**src/rtl/program_loader_pkg.sv**
```systemverilog
// Shared constants and FSM encodings for the boot program loader.
// LOADER_CHECKSUM_EN adds the CHECK state for the trailing XOR checksum byte.
package program_loader_pkg;

  localparam int BYTE_BITS            = 8;
  localparam int DEFAULT_ADDRESS_BITS = 8;
  localparam int DEFAULT_DATA_BITS    = 32;
  localparam int BYTES_PER_WORD       = DEFAULT_DATA_BITS / BYTE_BITS;

  // The default halt word is all ones; it is built by replicating this byte.
  localparam logic [BYTE_BITS-1:0] DEFAULT_HALT_BYTE = 8'hFF;

`ifdef LOADER_CHECKSUM_EN
  typedef enum logic [1:0] {
    IDLE  = 2'd0,
    RECV  = 2'd1,
    CHECK = 2'd2,
    DONE  = 2'd3
  } state_t;
`else
  typedef enum logic [1:0] {
    IDLE  = 2'd0,
    RECV  = 2'd1,
    DONE  = 2'd3
  } state_t;
`endif

  function automatic int bytes_per_word(input int data_bits);
    return data_bits / BYTE_BITS;
  endfunction

endpackage

```
**src/rtl/program_loader_word_assembler.sv**
```systemverilog
// Packs a byte stream little-endian into words; word_done/word_data are combinational
// on the cycle the last lane byte is presented, so the parent can register the write.
module program_loader_word_assembler
  import program_loader_pkg::*;
#(
  parameter int DATA_BITS = DEFAULT_DATA_BITS
) (
  input  logic                 clk,
  input  logic                 rst,
  input  logic                 clear,
  input  logic                 byte_valid,
  input  logic [BYTE_BITS-1:0] byte_data,
  output logic                 word_done,
  output logic [DATA_BITS-1:0] word_data
);

  localparam int BPW      = bytes_per_word(DATA_BITS);
  localparam int IDX_BITS = (BPW > 1) ? $clog2(BPW) : 1;

  logic [IDX_BITS-1:0]  byte_idx;
  logic [DATA_BITS-1:0] lanes;

  // Merge the in-flight byte so the completed word is visible without a cycle of delay.
  always_comb begin
    word_data = lanes;
    word_data[byte_idx*BYTE_BITS +: BYTE_BITS] = byte_data;
    word_done = byte_valid && (byte_idx == IDX_BITS'(BPW - 1));
  end

  always_ff @(posedge clk or negedge rst) begin
    if (!rst) begin
      byte_idx <= '0;
      lanes    <= '0;
    end else if (clear) begin
      byte_idx <= '0;
      lanes    <= '0;
    end else if (byte_valid) begin
      if (word_done) begin
        byte_idx <= '0;
        lanes    <= '0;
      end else begin
        byte_idx <= byte_idx + 1'b1;
        lanes[byte_idx*BYTE_BITS +: BYTE_BITS] <= byte_data;
      end
    end
  end

endmodule

```
**src/rtl/program_loader.sv**
```systemverilog
// Boot loader: UART bytes -> little-endian words -> sequential BRAM writes, one cycle after the last byte.
// No backpressure; stops at HALT_WORD or full memory. LOADER_CHECKSUM_EN adds a trailing XOR checksum byte.
module program_loader
  import program_loader_pkg::*;
#(
  parameter int                   ADDRESS_BITS = DEFAULT_ADDRESS_BITS,
  parameter int                   DATA_BITS    = DEFAULT_DATA_BITS,
  parameter logic [DATA_BITS-1:0] HALT_WORD    = {(DATA_BITS/BYTE_BITS){DEFAULT_HALT_BYTE}}
) (
  input  logic                    clk,
  input  logic                    rst,
  input  logic                    i_start,
  input  logic                    i_rx_valid,
  input  logic [BYTE_BITS-1:0]    i_rx_data,
  output logic                    o_write_enable,
  output logic [ADDRESS_BITS-1:0] o_address,
  output logic [DATA_BITS-1:0]    o_data,
  output logic                    o_busy,
  output logic                    o_done,
  output logic                    o_error,
  output logic [ADDRESS_BITS:0]   o_word_count
);

  state_t                  state;
  logic [ADDRESS_BITS-1:0] address;
  logic                    start_load;
  logic                    accept;
  logic                    word_done;
  logic [DATA_BITS-1:0]    word_data;
`ifdef LOADER_CHECKSUM_EN
  logic [BYTE_BITS-1:0]    checksum;
`endif

  // A byte arriving alongside i_start is dropped: only RECV accepts data.
  assign start_load = i_start && ((state == IDLE) || (state == DONE));
  assign accept     = i_rx_valid && (state == RECV);

  program_loader_word_assembler #(
    .DATA_BITS (DATA_BITS)
  ) u_word_assembler (
    .clk        (clk),
    .rst        (rst),
    .clear      (start_load),
    .byte_valid (accept),
    .byte_data  (i_rx_data),
    .word_done  (word_done),
    .word_data  (word_data)
  );

  always_ff @(posedge clk or negedge rst) begin
    if (!rst) begin
      state          <= IDLE;
      address        <= '0;
      o_write_enable <= 1'b0;
      o_address      <= '0;
      o_data         <= '0;
      o_busy         <= 1'b0;
      o_done         <= 1'b0;
      o_error        <= 1'b0;
      o_word_count   <= '0;
`ifdef LOADER_CHECKSUM_EN
      checksum       <= '0;
`endif
    end else begin
      o_write_enable <= 1'b0;
      case (state)
        IDLE, DONE: begin
          if (start_load) begin
            state        <= RECV;
            address      <= '0;
            o_word_count <= '0;
            o_busy       <= 1'b1;
            o_done       <= 1'b0;
            o_error      <= 1'b0;
`ifdef LOADER_CHECKSUM_EN
            checksum     <= '0;
`endif
          end
        end
        RECV: begin
`ifdef LOADER_CHECKSUM_EN
          if (accept) checksum <= checksum ^ i_rx_data;
`endif
          if (word_done) begin
            o_write_enable <= 1'b1;
            o_address      <= address;
            o_data         <= word_data;
            o_word_count   <= o_word_count + 1'b1;
            if (word_data == HALT_WORD) begin
`ifdef LOADER_CHECKSUM_EN
              state  <= CHECK;
`else
              state  <= DONE;
              o_busy <= 1'b0;
              o_done <= 1'b1;
`endif
            end else if (address == '1) begin
              // Last address just written with no halt seen: overflow exit before any wrap.
              state   <= DONE;
              o_busy  <= 1'b0;
              o_done  <= 1'b1;
              o_error <= 1'b1;
            end else begin
              address <= address + 1'b1;
            end
          end
        end
`ifdef LOADER_CHECKSUM_EN
        CHECK: begin
          if (i_rx_valid) begin
            state   <= DONE;
            o_busy  <= 1'b0;
            o_done  <= 1'b1;
            o_error <= (i_rx_data != checksum);
          end
        end
`endif
        default: state <= IDLE;
      endcase
    end
  end

endmodule

```
**config.mk**
```make
export PLATFORM = sky130hd
export DESIGN_NAME = program_loader
export DESIGN_NICKNAME = d
export VERILOG_FILES = /design/src/rtl/program_loader_pkg.sv /design/src/rtl/program_loader_word_assembler.sv /design/src/rtl/program_loader.sv
export SDC_FILE = /design/constraint.sdc
export NUM_CORES = 1
export LEC_CHECK = 0
export CAP_MARGIN = 20
export CORE_MARGIN = 2
export CORE_UTILIZATION = 55
export DETAILED_ROUTE_END_ITERATION = 8
export PLACE_DENSITY_LB_ADDON = 0.25
export SETUP_SLACK_MARGIN = 0.1
export SYNTH_ARGS = -nofsm -noshare
export SYNTH_HDL_FRONTEND = slang
export SYNTH_SLANG_ARGS = --single-unit
export TNS_END_PERCENT = 100
```
**constraint.sdc**
```tcl
create_clock -name clk -period 3.6 [get_ports clk]
set_clock_uncertainty 0.15 [all_clocks]
set_input_delay 0.72 -clock clk [delete_from_list [all_inputs] [get_ports clk]]
set_output_delay 0.72 -clock clk [all_outputs]
set_load 0.1 [all_outputs]
```
==> summary.md, run 1 <==
| Metric | Value |
|---|---|
| Status | finished clean |
| Post-CTS Setup Repair Bufs | 0 |
| Worst min path class | in2async |
| Critical Path RT | 3.75 ns |
| Synth top area share | 52.7% |
| Layout cells sized above 1 | 13.5% |
| Area contributors post-synth | dfrtp_1, nand2_1, o21ai_0 |
| Synth Area per Inst | 9.76 µm² |
| Startpoint class of the critical path | flip-flop |
| I/O Buffers | 64 |
| Drt via density | 5.85 |
| Slew headroom | 34.9% |
| Post-DP Area | 0.00519 mm² |
| Root Driver | clkbuf_8 |
| Worst skew pair latency | 0.37 ns |
| Pre-antenna DRT Iters | 4 |
| Crit-path max FO | 20 |
| CTS tree | yes |
| Die X | 95.5 µm |
| RSZ-0062 raised after global routing | no |
| Initial core utilization | 56.3% |
| Post-placement cell count | 621 |
| Routed Antenna Nets | 0 |
| Met3 wire len | 522 µm |
| H-tree levels | 3 |
| Area grow syn2layout | 17.2% |
| Final Slew Violations | 0 |
| Ant. Diodes | 0 |
| Async S/R FF share, synth | 100% |
| Final WL | 10.7 mm |
| Flops & latches, synth | 97 |
| Leak pwr | 2.48 nW |
| Core Area | 0.00818 mm² |
| Sequential area share after synthesis | 52.7% |
| Reg2reg path depth | 10 |
| Syn Inst Count | 472 |
| Crit end category | flip-flop |
| Period utilization | 88.7% |
| Die ar. | 0.00912 mm² |
| CTS Buf Count | 9 |
| R2r startpoint | u_word_assembler.byte_idx[0] |
| Number of cell rows | 33 |
| Pwr Total | 3.62 mW |
| Routed len/inst | 16.8 µm |
| Met1 wire length | 5.21 mm |
| Peak VDD IR | 680 µV |
| Clock-pin slew on the worst setup and hold paths | 0.10 ns |
| CTS Hold Bufs | 0 |
| CP arrival | 3.35 ns |
| Maxcap violations | 0 |
| Clock sink count | 97 |
| HPWL Detailed | 7.33 mm |
| Pin count of the biggest net entering global routing | 80 |
| Met2 WL | 4.75 mm |
| Layout Cells excl Fill | 637 |
| Unique cell type count in the Yosys netlist | 54 |
| Critical path class | reg2reg |
| Initial DRC count | 246 |
| Filler cells | 672 |
| Fmax | 0.313 GHz |
| Post-synthesis net count | 493 |
| Number of synthesized flops with an enable pin | 0 |
| Initial antenna violation count | 0 |
| Max layer used | met4 |
| Vias | 3725 |
| Die Ht | 95.5 µm |
| Post-synthesis cell area | 0.00460 mm² |
| GRT overflow | 0 |
| Fin Setup TNS | 0 ns |
| PwrDens | 671 mW/mm² |
| Clock tree buffer depth | 2 |
| Vias in the first global route | 3548 |
| YS warnings | 0 |
| Tightest Pin Transition | 0.973 ns |
| Final Cell Area | 0.00540 mm² |
| Top FF cell, synth | dfrtp_1 |
| Final #Nets | 548 |
| Drt drc | 0 |
| # resized after CTS | 0 |
| Final hold vios | 0 |
| Top Ports | 65 |
| Min Tclk post-route | 3.19 ns |
| First-pass GRT wire length | 17.9 mm |
| Worst R2R End | address[6] |
| Tot GR Track Use | 25.9% |
| Biggest area consumer among synthesized cells | dfrtp_1 |
| R2R setup slack | 0.41 ns |
| Final Setup Violations | 0 |
| GP Congestion | 0.884 |
## kinds of logic (layout without fill, tap and decap cells)
kind of cell               count (synthesis)  count (layout)  share of synthesized area, %
AOI/OAI and AO/OA                        119             119                          16.7
xor gates and xnor gates                   7               7                          1.33
adders and majority gates                  9               9                          2.45
buffers and inverters                     41             101                          4.70
DFF                                       97              97                          52.7
muxes                                      1               1                         0.217
and+or+nand+nor                          198             198                          21.8
## state kept, by name (all words and copies together) (netlist names), 2 cells and up
name	count
address	8
u_word_assembler.lanes	32
state	2
o_word_count	9
u_word_assembler.byte_idx	2
o_address	8
o_data	32
## cells in the final DEF (no fill, tap or decap), types with 2 or more instances in the layout
master / instances
xor2_1: 6
or3_1: 3
dfrtp_1: 97
nor2_1: 18
a221oi_1: 2
ha_1: 9
nand2b_1: 4
o211ai_2: 3
inv_1: 11
a22o_1: 7
nor3_1: 5
clkdlybuf4s50_1: 29
buf_4: 45
nand3_1: 8
or4_1: 5
and2b_1: 5
nand2_1: 86
o21ai_0: 52
and2_1: 3
nor4_1: 6
nor2b_1: 34
nand4_1: 4
a31oi_1: 22
a32oi_1: 2
o31ai_1: 5
clkbuf_8: 11
and3_1: 11
a21oi_1: 11
## metrics by stage
stage | setup slack (ns) | util (%) | hold slack, ns
3_3_place_gp | 0.316 | 63.5 | 0.304
6_report | 0.408 | 66.0 | 0.273
5_1_grt | 0.240 | 66.0 | 0.330
4_1_cts | 0.476 | 66.0 | 0.313
3_5_place_dp | 0.321 | 63.5 | 0.313
2_1_floorplan | 0.940 | - | 0.274
## cell type report
class	instances	area (µm²)	share of cell area, %
Tap cell	105	131	2.44
Clock inverter	4	51.3	0.951
Sequential cell	97	2430	45.0
Multi-Input combinational cell	334	1960	36.3
Clock buffer	12	155	2.88
Inverter	11	41.3	0.765
Timing Repair Buffer	74	628	11.6
## how the worst max path moves through the flow
stage	cells after the start	from	to	slack [ns]
global placement	9	i_rx_data[6]	o_busy	0.32
CTS	10	u_word_assembler.byte_idx[0]	address[3]	0.48
floorplan	13	u_word_assembler.byte_idx[0]	o_error	0.94
detailed placement	9	i_rx_data[6]	o_busy	0.32
global route	11	u_word_assembler.byte_idx[0]	o_busy	0.24
finish	10	u_word_assembler.byte_idx[0]	address[6]	0.41
## power by group
group	switching, mW	internal [mW]
Clock	0.387	0.360
Combinational	1.15	0.398
Sequential	0.107	1.22
## Yosys cell counts (2+ instances only)
library cell,n
dfrtp_1,97
nand2_1,86
o21ai_0,52
nor2b_1,34
a31oi_1,22
nor2_1,18
clkbuf_1,16
a21oi_1,11
and3_1,11
inv_1,11
ha_1,9
nand3_1,8
a22o_1,7
nor4_1,6
xor2_1,6
and2b_1,5
buf_2,5
buf_6,5
nor3_1,5
o31ai_1,5
or4_1,5
nand2b_1,4
nand4_1,4
and2_1,3
o211ai_2,3
or3_1,3
a221oi_1,2
a32oi_1,2
buf_4,2
## metal layers
layer  vias up  track usage [%]
li1       1760                -
met1      1829             38.7
met2       117             37.6
met3        19             4.27
met4         0             10.5
met5         -                0
## worst max-delay path, stage by stage, from the launching register on
cell and delay [ns]:
dfrtp_1 0.55, inv_1 0.15, ha_1 0.41, and2_1 0.27
a31oi_1 0.43, nor4_1 0.12, nand4_1 0.14, nor2_2 0.04
buf_4 0.19, or4_1 0.51, a21oi_1 0.15
Power figures use the tool's default switching activity.
==> inputs of run 2 (changes only) <==
clock period = 3.25 ns   (was 3.6 ns; I/O delays follow)
==> run 2 against run 1 <==
Compared with the run above:
- sequential power up 9.8%
- largest power group unchanged
- cell area up 0.32%
- critical endpoint is now address[3]
- clock power up 9.0%
- global-route usage down 0.89 points
- setup slack worse by 0.15 ns
- sequential cell count unchanged
==> summary.md, run 2 (synthesis gave the netlist of run 1 again) <==
| Metric | Value |
|---|---|
| Core Area | 0.00818 mm² |
| Area grow syn2layout | 17.6% |
| Startpoint class of the critical path | flip-flop |
| Clock sink count | 97 |
| R2r startpoint | u_word_assembler.byte_idx[0] |
| Final Setup Violations | 0 |
| Initial core utilization | 56.3% |
| Regs by FF count | o_data (32), u_word_assembler.lanes (32), o_word_count (9) |
| H-tree levels | 3 |
| Number of cell rows | 33 |
| GRT overflow | 0 |
| Crit end category | flip-flop |
| Final Slew Violations | 0 |
| Pin count of the biggest net entering global routing | 80 |
| Top Ports | 65 |
| CP arrival | 3.14 ns |
| Commonest non-fill, non-tap cell in the layout | dfrtp_1 |
| Slew headroom | 55.3% |
| Pre-antenna DRT Iters | 5 |
| Leak pwr | 2.56 nW |
| I/O Buffers | 64 |
| Vias | 3685 |
| HPWL Detailed | 7.48 mm |
| RSZ-0062 raised after global routing | no |
| CTS tree | yes |
| Setup ws final | 0.254 ns |
| Fmax | 0.334 GHz |
| Worst R2R End | address[3] |
| PwrDens | 751 mW/mm² |
| Min Tclk post-route | 3.00 ns |
| Ant. Diodes | 0 |
| Final #Nets | 555 |
| Final hold vios | 0 |
| Layout cells sized above 1 | 18.2% |
| Drt via density | 5.72 |
| Initial antenna violation count | 0 |
| Peak VDD IR | 812 µV |
| Vias in the first global route | 3361 |
| Pre-CTS setup slack | 0.129 ns |
| Die Ht | 95.5 µm |
| Critical Path RT | 3.39 ns |
| Pwr Total | 4.06 mW |
| Crit-path max FO | 20 |
| Filler cells | 663 |
| CTS Hold Bufs | 0 |
| Most frequent cells in the layout | dfrtp_1, nand2_1, buf_4 |
| Routed len/inst | 16.7 µm |
| Clock-pin slew on the worst setup and hold paths | 0.10 ns |
| Post-CTS Setup Repair Bufs | 0 |
| Fin Setup TNS | 0 ns |
| Period utilization | 92.2% |
| Worst skew pair latency | 0.37 ns |
| GP Congestion | 0.872 |
| Drt drc | 0 |
| CTS Buf Count | 9 |
| # resized after CTS | 0 |
| Root Driver | clkbuf_8 |
| Clock tree buffer depth | 2 |
| Final WL | 10.7 mm |
| First-pass GRT wire length | 17.2 mm |
| Tightest Pin Transition | 0.670 ns |
| Maxcap violations | 0 |
| Worst min path class | in2async |
| R2R setup slack | 0.25 ns |
| Reg2reg path depth | 10 |
| Status | finished clean |
| Routed Antenna Nets | 0 |
| Die X | 95.5 µm |
| Initial DRC count | 139 |
| Critical path class | reg2reg |
| Die ar. | 0.00912 mm² |
| Tot GR Track Use | 25.0% |
## run 2: cell types whose count changed in the layout (fill, tap and decap cells not counted)
cell	before	now
buf_12	0	1
buf_4	45	70
clkdlybuf4s50_1	29	10
## run 2: how the worst max path moves through the flow
stage	slack, ns	startpoint	endpoint
after floorplan	0.59	u_word_assembler.byte_idx[0]	o_error
after CTS	0.26	u_word_assembler.byte_idx[0]	address[1]
after detailed placement	0.13	i_rx_data[6]	o_busy
after global placement	0.14	i_rx_data[6]	o_busy
final	0.25	u_word_assembler.byte_idx[0]	address[3]
after global routing	0.11	u_word_assembler.byte_idx[0]	address[3]
## run 2: cell type report
class / count / area [µm²] / share of cell area (%)
Multi-Input combinational cell: 334 / 1960 / 36.2
Clock buffer: 12 / 155 / 2.87
Sequential cell: 97 / 2430 / 44.8
Timing Repair Buffer: 81 / 646 / 11.9
Clock inverter: 4 / 51.3 / 0.948
Inverter: 11 / 41.3 / 0.763
Tap cell: 105 / 131 / 2.43
## run 2: routing by layer
layer / part of all wire, % / GRT usage (%) / up-vias
met3: 5.5 / 4.27 / 11
li1: - / - / 1774
met5: 0 / 0 / -
met1: 48 / 36.8 / 1771
met2: 45 / 37.4 / 129
met4: 1.5 / 8.93 / 0
## run 2: per-stage QoR
stage	hold WS [ns]	cells	instance area, µm²	util (%)
global placement	0.304	625	5180	63.4
detailed placement	0.315	625	5180	63.4
finish	0.118	644	5410	66.2
global route	0.161	644	5410	66.2
CTS	0.140	641	5390	65.9
floorplan	0.204	472	4600	-
## run 2: critical path: stages, from the launching register on
cell and delay, ns:
dfrtp_1 0.43, buf_4 0.18, ha_1 0.54, and2b_1 0.25
a31oi_1 0.26, nor4_1 0.10, nand4_1 0.13, nor2_2 0.07
buf_12 0.15, or4_1 0.52, a21oi_1 0.16
## run 2: report_power, final
| part | switching, mW | total (mW) | internal, mW |
|---|---|---|---|
| clock | 0.416 | 0.814 | 0.399 |
| sequential | 0.105 | 1.45 | 1.35 |
| combinational | 1.30 | 1.80 | 0.494 |
| total | 1.82 | 4.06 | 2.24 |
